### config.mk
export PLATFORM = sky130hd
export DESIGN_NAME = mem_port_arbiter
export DESIGN_NICKNAME = d
export VERILOG_FILES = /design/src/rtl/mem_port_arbiter.sv
export SDC_FILE = /design/constraint.sdc
export NUM_CORES = 1
export LEC_CHECK = 0
export CAP_MARGIN = 15
export CORE_MARGIN = 2
export CORE_UTILIZATION = 30
export CTS_BUF_LIST = sky130_fd_sc_hd__clkbuf_4
export DETAILED_ROUTE_END_ITERATION = 8
export PLACE_DENSITY = 0.72
export SLEW_MARGIN = 20
export SYNTH_ARGS = -nofsm -noshare
export SYNTH_HDL_FRONTEND = slang
export SYNTH_SLANG_ARGS = --single-unit
### constraint.sdc
create_clock -name clock -period 2.4 [get_ports clock]
set_input_delay 0.48 -clock clock [delete_from_list [all_inputs] [get_ports clock]]
set_output_delay 0.48 -clock clock [all_outputs]
set_load 0.05 [all_outputs]
### src/rtl/mem_port_arbiter.sv
// mem_port_arbiter
//
// Shares one single-port unified memory between the fetch stage and the MEM
// stage. Requests are served one at a time through an IDLE -> BUSY -> RESP
// sequence. BUSY waits for mem_ready, or gives up after TIMEOUT cycles and
// completes with bus_err. stall holds the pipeline while any request is
// still outstanding.
//
// Build option:
//   MEM_ARB_FAIR_EN  When both requesters contend, grant the one that did not
//                    win last time. When undefined, data always wins.
//
// Ports:
//   clock, reset             clock; synchronous active-high reset
//   if_req/if_addr           fetch read request (held until if_ack)
//   if_rdata/if_ack          fetch read data and one-cycle completion pulse
//   d_req/d_we/d_addr/d_wdata data request (held until d_ack)
//   d_rdata/d_ack            data read result and one-cycle completion pulse
//   bus_err                  pulses with the ack of a timed-out access
//   stall                    pipeline hold request
//   mem_req/mem_we/mem_addr/mem_wdata  memory access outputs
//   mem_rdata/mem_ready      memory read data and completion
module mem_port_arbiter #(
    parameter int ADDR_W  = 32,
    parameter int DATA_W  = 32,
    parameter int TIMEOUT = 255
) (
    input  logic              clock,
    input  logic              reset,
    input  logic              if_req,
    input  logic [ADDR_W-1:0] if_addr,
    output logic [DATA_W-1:0] if_rdata,
    output logic              if_ack,
    input  logic              d_req,
    input  logic              d_we,
    input  logic [ADDR_W-1:0] d_addr,
    input  logic [DATA_W-1:0] d_wdata,
    output logic [DATA_W-1:0] d_rdata,
    output logic              d_ack,
    output logic              bus_err,
    output logic              stall,
    output logic              mem_req,
    output logic              mem_we,
    output logic [ADDR_W-1:0] mem_addr,
    output logic [DATA_W-1:0] mem_wdata,
    input  logic [DATA_W-1:0] mem_rdata,
    input  logic              mem_ready
);

    typedef enum logic [1:0] {IDLE, BUSY, RESP} state_t;

    localparam logic GRANT_FETCH = 1'b0;
    localparam logic GRANT_DATA  = 1'b1;
    localparam logic [7:0] TIMEOUT_CNT = 8'(TIMEOUT);

    state_t            state_q,     state_d;
    logic              grant_q,     grant_d;
    logic              last_q,      last_d;
    logic [7:0]        cnt_q,       cnt_d;
    logic              mem_we_q,    mem_we_d;
    logic [ADDR_W-1:0] mem_addr_q,  mem_addr_d;
    logic [DATA_W-1:0] mem_wdata_q, mem_wdata_d;
    logic [DATA_W-1:0] if_rdata_q,  if_rdata_d;
    logic [DATA_W-1:0] d_rdata_q,   d_rdata_d;
    logic              if_ack_q,    if_ack_d;
    logic              d_ack_q,     d_ack_d;
    logic              bus_err_q,   bus_err_d;

    logic prefer_data;
    logic pick_data;
    logic done_ok;
    logic done_tmo;

`ifdef MEM_ARB_FAIR_EN
    // Alternate: data is preferred only if fetch won the previous grant.
    assign prefer_data = (last_q == GRANT_FETCH);
`else
    // last_grant is still tracked, but data wins contention regardless.
    assign prefer_data = (last_q == GRANT_DATA) | 1'b1;
`endif

    assign pick_data = d_req & (~if_req | prefer_data);
    assign done_ok   = (state_q == BUSY) & mem_ready;
    assign done_tmo  = (state_q == BUSY) & ~mem_ready &
                       (TIMEOUT != 0) & (cnt_q == TIMEOUT_CNT);

    always_comb begin
        state_d     = state_q;
        grant_d     = grant_q;
        last_d      = last_q;
        cnt_d       = cnt_q;
        mem_we_d    = mem_we_q;
        mem_addr_d  = mem_addr_q;
        mem_wdata_d = mem_wdata_q;
        if_rdata_d  = if_rdata_q;
        d_rdata_d   = d_rdata_q;
        if_ack_d    = 1'b0;
        d_ack_d     = 1'b0;
        bus_err_d   = 1'b0;

        unique case (state_q)
            IDLE: begin
                if (if_req | d_req) begin
                    grant_d     = pick_data;
                    last_d      = pick_data;
                    mem_addr_d  = pick_data ? d_addr : if_addr;
                    mem_we_d    = pick_data & d_we;
                    mem_wdata_d = pick_data ? d_wdata : '0;
                    cnt_d       = '0;
                    state_d     = BUSY;
                end
            end
            BUSY: begin
                cnt_d = cnt_q + 8'd1;
                if (done_ok) begin
                    if (grant_q == GRANT_FETCH) begin
                        if_rdata_d = mem_rdata;
                    end else if (!mem_we_q) begin
                        d_rdata_d = mem_rdata;
                    end
                end else if (done_tmo) begin
                    // A timed-out access returns zero to whoever won it.
                    if (grant_q == GRANT_FETCH) begin
                        if_rdata_d = '0;
                    end else begin
                        d_rdata_d = '0;
                    end
                    bus_err_d = 1'b1;
                end
                if (done_ok | done_tmo) begin
                    // Acks are registered so they line up with the RESP cycle.
                    if_ack_d = (grant_q == GRANT_FETCH);
                    d_ack_d  = (grant_q == GRANT_DATA);
                    state_d  = RESP;
                end
            end
            RESP: begin
                // Requesters still hold req while seeing their ack; ignore them.
                state_d = IDLE;
            end
            default: state_d = IDLE;
        endcase
    end

    always_ff @(posedge clock) begin
        if (reset) begin
            state_q     <= IDLE;
            grant_q     <= GRANT_FETCH;
            last_q      <= GRANT_FETCH;
            cnt_q       <= '0;
            mem_we_q    <= 1'b0;
            mem_addr_q  <= '0;
            mem_wdata_q <= '0;
            if_rdata_q  <= '0;
            d_rdata_q   <= '0;
            if_ack_q    <= 1'b0;
            d_ack_q     <= 1'b0;
            bus_err_q   <= 1'b0;
        end else begin
            state_q     <= state_d;
            grant_q     <= grant_d;
            last_q      <= last_d;
            cnt_q       <= cnt_d;
            mem_we_q    <= mem_we_d;
            mem_addr_q  <= mem_addr_d;
            mem_wdata_q <= mem_wdata_d;
            if_rdata_q  <= if_rdata_d;
            d_rdata_q   <= d_rdata_d;
            if_ack_q    <= if_ack_d;
            d_ack_q     <= d_ack_d;
            bus_err_q   <= bus_err_d;
        end
    end

    assign mem_req   = (state_q == BUSY);
    assign mem_we    = mem_we_q;
    assign mem_addr  = mem_addr_q;
    assign mem_wdata = mem_wdata_q;
    assign if_rdata  = if_rdata_q;
    assign d_rdata   = d_rdata_q;
    assign if_ack    = if_ack_q;
    assign d_ack     = d_ack_q;
    assign bus_err   = bus_err_q;

    // Combinational on purpose: the pipeline must freeze in the same cycle a
    // request appears, and release in the cycle its ack is seen.
    assign stall = (if_req & ~if_ack_q) | (d_req & ~d_ack_q);

endmodule

# Yosys cells after proc, flatten, opt, wreduce, memory -nomap -nowiden

Cells that the tools add are included.

$add $sub $neg: 1
Eq/ne operators: 9
Mux-type cells: 17
Bitwise logic cells: 15
Reductions and logical operators: 10

Operator list:

| cell                                                            | count |
|---|---|
| 32-bit two-way mux                                              | 11 |
| 8-bit case mux with 2 select lines                              | 1 |
| 2-bit != test, second input constant                            | 6 |
| 8-bit by 1-bit adder with 8-bit output, second input constant   | 1 |
| 8-bit == test, second input constant                            | 1 |
| 8-bit two-way mux                                               | 1 |
| 1-bit bitwise AND                                               | 6 |
| 1-bit inverter                                                  | 6 |
| 2-bit AND reduction                                             | 3 |
| 3-bit OR reduction                                              | 2 |
| 5-bit AND reduction                                             | 1 |
| 2-bit two-way mux                                               | 2 |
| 2-bit case mux with 2 select lines                              | 1 |
| 4-bit AND reduction                                             | 1 |
| 2-bit nonzero test                                              | 2 |
| 1-bit OR                                                        | 3 |
| 2-bit by 1-bit == test with 1-bit output, second input constant | 1 |
| 2-bit zero test                                                 | 1 |
| 2-bit by 1-bit != test with 1-bit output, second input constant | 1 |
| 1-bit two-way mux                                               | 1 |

Register bits: 143
Input bits: 134
Output and inout port bits: 134
Logic and storage cells: 63

# Longest topological paths before layout

Word-level depth: 6
Mapped depth: 6
Gate-level depth less buffers: 4

# Worst setup path before layout

OpenSTA, ideal clock, no wires.

Path kind: input to output
Start: input d_req
End: output stall
Arrival: 1.417 ns
Required time: 1.920 ns
Setup slack: 0.503 ns
Cell stages on the path: 3
Buffers on the path: 1
Cells stage by stage: buf_6 -> inv_1 -> o22ai_1

Cells in the longest elaborated chain, start to end: 2

RTL lines:

| item              | RTL line | RTL |
|---|---|---|
| from (decl)       | 34       | `input logic d_req,` |
| 1-bit bitwise AND | 187      | `assign stall = (if_req & ~if_ack_q) \| (d_req & ~d_ack_q);` |
| 1-bit OR          | 187      |  |
| to (decl)         | 41       | `output logic stall,` |

Every way passes these cells.

# Worst setup path after layout

Start: register bus_err_q (netlist: bus_err)
End: output bus_err

RTL lines:

| item                   | RTL line | RTL |
|---|---|---|
| from (decl)            | 67       | `logic bus_err_q, bus_err_d;` |
| from (signal assigned) | 171      | `bus_err_q <= bus_err_d;` |
| to (decl)              | 40       | `output logic bus_err,` |

No word-level cell between the ends.

==> summary.md <==
| Metric | Value |
|---|---|
| # DRC | `0` |
| Pin count of the biggest net entering global routing | `65` |
| Std-Cell Rows | `51` |
| 1st-iter DRT viols | `324` |
| Total overflow reported by the global router | `0` |
| Area share of the largest cell type after synthesis | `47.3%` |
| Sequential cell area fraction in the yosys report | `47.3%` |
| Routed wire length | `19.7 mm` |
| Number of storage elements in the synthesis netlist | `143` |
| Clock period minus final worst setup slack | `2.27 ns` |
| Relative slew slack | `34.9%` |
| CTS root buffer | `sky130_fd_sc_hd__clkbuf_4` |
| Part of the power in registers | `41.8%` |
| Post-DP HPWL | `13.5 mm` |
| Number of enable flip-flop cells after synthesis | `0` |
| Area added between synthesis and finish | `53.2%` |
| Number of filler instances in the final layout | `1917` |
| Clock tree from TritonCTS | `done` |
| Total setup violations reported at the end of the flow | `0` |
| Per-cell via count in the routed design | `5.10` |
| Final hold vios | `0` |
| Most common library cell in the layout ignoring fill and taps | `sky130_fd_sc_hd__clkdlybuf4s50_1` |
| Unrepaired setup endpoints after global routing | `no` |
| Actual slew at the worst max-slew pin | `0.973 ns` |
| Outcome | `finished, final reports clean` |
| Yosys cell types | `46` |
| Number of synthesis warnings | `0` |
| Highest fanout seen on the critical path | `1` |
| Cell types with the largest area share after synthesis | `sky130_fd_sc_hd__dfxtp_1, sky130_fd_sc_hd__a21oi_1, sky130_fd_sc_hd__mux2i_1, sky130_fd_sc_hd__a311oi_1, sky130_fd_sc_hd__a22o_1` |
| Antenna cells | `0` |
| Die height | `146 µm` |
| Static leakage | `3.24 nW` |
| Proportion of power drawn by combinational gates | `28.2%` |
| Finished Core Util | `47.2%` |
| Reg-to-reg endpoint | `mem_wdata[21]` |
| First-pass GRT wire length | `31.3 mm` |
| Number of instances on the worst hold path | `4` |
| Quantity of I/O buffers inserted on ports | `267` |
| Reg2Reg Setup Slack | `0.40 ns` |
| Synth Flop Type | `sky130_fd_sc_hd__dfxtp_1` |
| P_sw | `2.12 mW` |
| Die footprint | `21300 µm²` |
| Critical setup path kind | `reg -> out` |
| Leading cell types in the layout, fill and taps excluded | `sky130_fd_sc_hd__clkdlybuf4s50_1, sky130_fd_sc_hd__dfxtp_1, sky130_fd_sc_hd__a21oi_1, sky130_fd_sc_hd__nand2b_1, sky130_fd_sc_hd__nand3_1` |
| Number of H-tree levels | `4` |
| Pwr dens | `679 nW/µm²` |
| Fin crit share | `94.7%` |
| Die width | `146 µm` |
| Worst endpoint required time | `1.92 ns` |
| Crit-path slowest cell | `sky130_fd_sc_hd__clkdlybuf4s50_1` |
| Post-synthesis cell area | `6060 µm²` |
| Global Route Usage Sum | `18.2%` |
| Bufs on Longest Clock Path | `2` |
| CTS Buf Count | `17` |
| Clock share of power | `30.0%` |
| Worst hold path endpoint | `cnt_q[7]` |
| Source-to-sink clock delay at the later pin of the worst-skew pair | `0.52 ns` |
| Worst reg2reg path startpoint | `state_q[0]` |
| Number of buffers inserted to repair setup after CTS | `0` |
| Net count of the finished layout | `1001` |
| Standard cell core area | `19700 µm²` |
| Total internal power | `4.18 mW` |
| Count of clock tree sinks | `143` |
| Category of the worst setup path launch point | `register` |
| Slew Viols, Final | `0` |
| Max Clock Skew | `0.0143 ns` |
| Maxcap violations | `0` |
| Clk pin slew, worst setup/hold paths | `0.13 ns` |
| Switching portion of total power | `33.6%` |
| DR vias | `5839` |
| Per-instance average area after synthesis | `9.72 µm²` |
| Fraction of final layout cells with drive strength greater than 1 | `7.74%` |
| Cells after synthesis | `623` |
| Buffer and inverter count on the worst path | `1` |
| CP cell instances | `clkdlybuf4s50_1` |
| Vias in the first global route | `5644` |
| Detailed-routing iteration count for the pre-antenna-repair pass | `4` |
| I/O pin count | `268` |
| Achievable clock frequency | `0.440 GHz` |
| Count of cell instances traversed by the critical path | `1` |
| Class of the tightest hold or removal check | `in -> reg` |
| Worst r2r path cells | `4` |
| Initial antenna violation count | `0` |
| Most area-hungry cell type in the Yosys netlist | `sky130_fd_sc_hd__dfxtp_1` |
| Final antenna-violating net count | `0` |
| Endpoint arrival time on the critical path | `1.79 ns` |
| Post-route setup TNS | `0 ns` |
| Crit path max-delay family | `buffers and inverters` |
| Maximum resistive drop on vdd | `0.317 mV` |
| Wirelength per Cell | `17.2 µm` |
| Async S/R FF share, synth | `0%` |
| Starting density of the core | `30.8%` |
| Worst min-delay path startpoint | `d_req` |
| Slowest stage delay, CP | `0.85 ns` |
| Final weighted congestion in routability-driven placement | `0.727` |
| Net count after synthesis | `758` |
| CP Capture Type | `primary output` |
synth_stat cells, types with 2 or more instances:
cell and instances:
sky130_fd_sc_hd__clkbuf_1 22, sky130_fd_sc_hd__buf_2 27, sky130_fd_sc_hd__dfxtp_1 143, sky130_fd_sc_hd__nand4_1 3, sky130_fd_sc_hd__nor2_1 4, sky130_fd_sc_hd__buf_1 3
sky130_fd_sc_hd__inv_1 3, sky130_fd_sc_hd__o211ai_1 34, sky130_fd_sc_hd__nand2_1 34, sky130_fd_sc_hd__buf_6 5, sky130_fd_sc_hd__a211oi_1 33, sky130_fd_sc_hd__buf_4 8
sky130_fd_sc_hd__or2_1 2, sky130_fd_sc_hd__a311oi_1 34, sky130_fd_sc_hd__a21oi_1 70, sky130_fd_sc_hd__o21bai_1 32, sky130_fd_sc_hd__nor2_2 2, sky130_fd_sc_hd__mux2i_1 32
sky130_fd_sc_hd__a22o_1 33, sky130_fd_sc_hd__and3_1 3, sky130_fd_sc_hd__nand3_1 35, sky130_fd_sc_hd__nand2b_1 37
how the worst max path moves through the flow:
stage          startpoint           end  slack (ns)
2_1_floorplan       d_req         stall        0.50
3_3_place_gp    mem_ready  if_rdata[29]        0.33
3_5_place_dp    mem_ready  if_rdata[21]        0.19
4_1_cts           bus_err       bus_err        0.02
5_1_grt           bus_err       bus_err        0.01
6_report          bus_err       bus_err        0.13
layout make-up:
class                           count  area [µm²]  share of cell area [%]
Clock buffer                       19         143                    1.54
Timing Repair Buffer              289        2870                    30.9
Tap cell                          265         332                    3.57
Clock inverter                     13         210                    2.27
Sequential cell                   143        2860                    30.9
Multi-Input combinational cell    411        2850                    30.7
Inverter                            4        15.0                   0.162
per-stage QoR:
stage / instance area, µm² / std cells / hold WS [ns] / total power [mW] / setup WS, ns
2_1_floorplan: 6060 / 623 / 0.463 / 3.76 / 0.503
3_3_place_gp: 8920 / 1112 / 0.461 / 4.45 / 0.332
3_5_place_dp: 8920 / 1112 / 0.464 / 4.47 / 0.192
4_1_cts: 9270 / 1144 / 0.281 / 6.40 / 0.0211
5_1_grt: 9280 / 1144 / 0.323 / 6.60 / 0.0130
6_report: 9280 / 1144 / 0.362 / 6.30 / 0.126
cell families after synthesis:
family          count (synthesis)  synth area share, %
simple gates                  129                 11.6
buf+inv                        69                 5.95
mux                            33                 5.48
flops                         143                 47.3
fa+ha+maj                       1                0.207
compound gates                248                 29.5
layer usage:
metal | up-vias | GRT usage, % | part of all wire (%)
li1 | 2848 | - | -
met1 | 2757 | 23.0 | 44
met2 | 222 | 29.4 | 47
met3 | 12 | 6.88 | 8.1
met4 | 0 | 4.27 | 0.80
met5 | - | 0 | 0
power groups by stage:
stage	clock network, mW	logic (mW)	registers [mW]
floorplan	0	0.537	3.22
global placement	0	1.77	2.68
detailed placement	0	1.78	2.68
CTS	1.98	1.79	2.63
global route	2.07	1.87	2.65
finish	1.89	1.77	2.63
sequential cells by signal, summed over array words and instances, names as in the netlist:
| register | flops |
|---|---|
| d_rdata | 32 |
| grant_q | 1 |
| mem_addr | 32 |
| bus_err | 1 |
| mem_wdata | 32 |
| mem_we | 1 |
| if_rdata | 32 |
| state_q | 2 |
| cnt_q | 8 |
| if_ack | 1 |
| d_ack | 1 |
what timing repair did:
item,in CTS,in global routing
gates resized for setup,0,1
hold buffers,0,0
setup endpoints to repair,0,1
(Power assumes the default switching activity.)
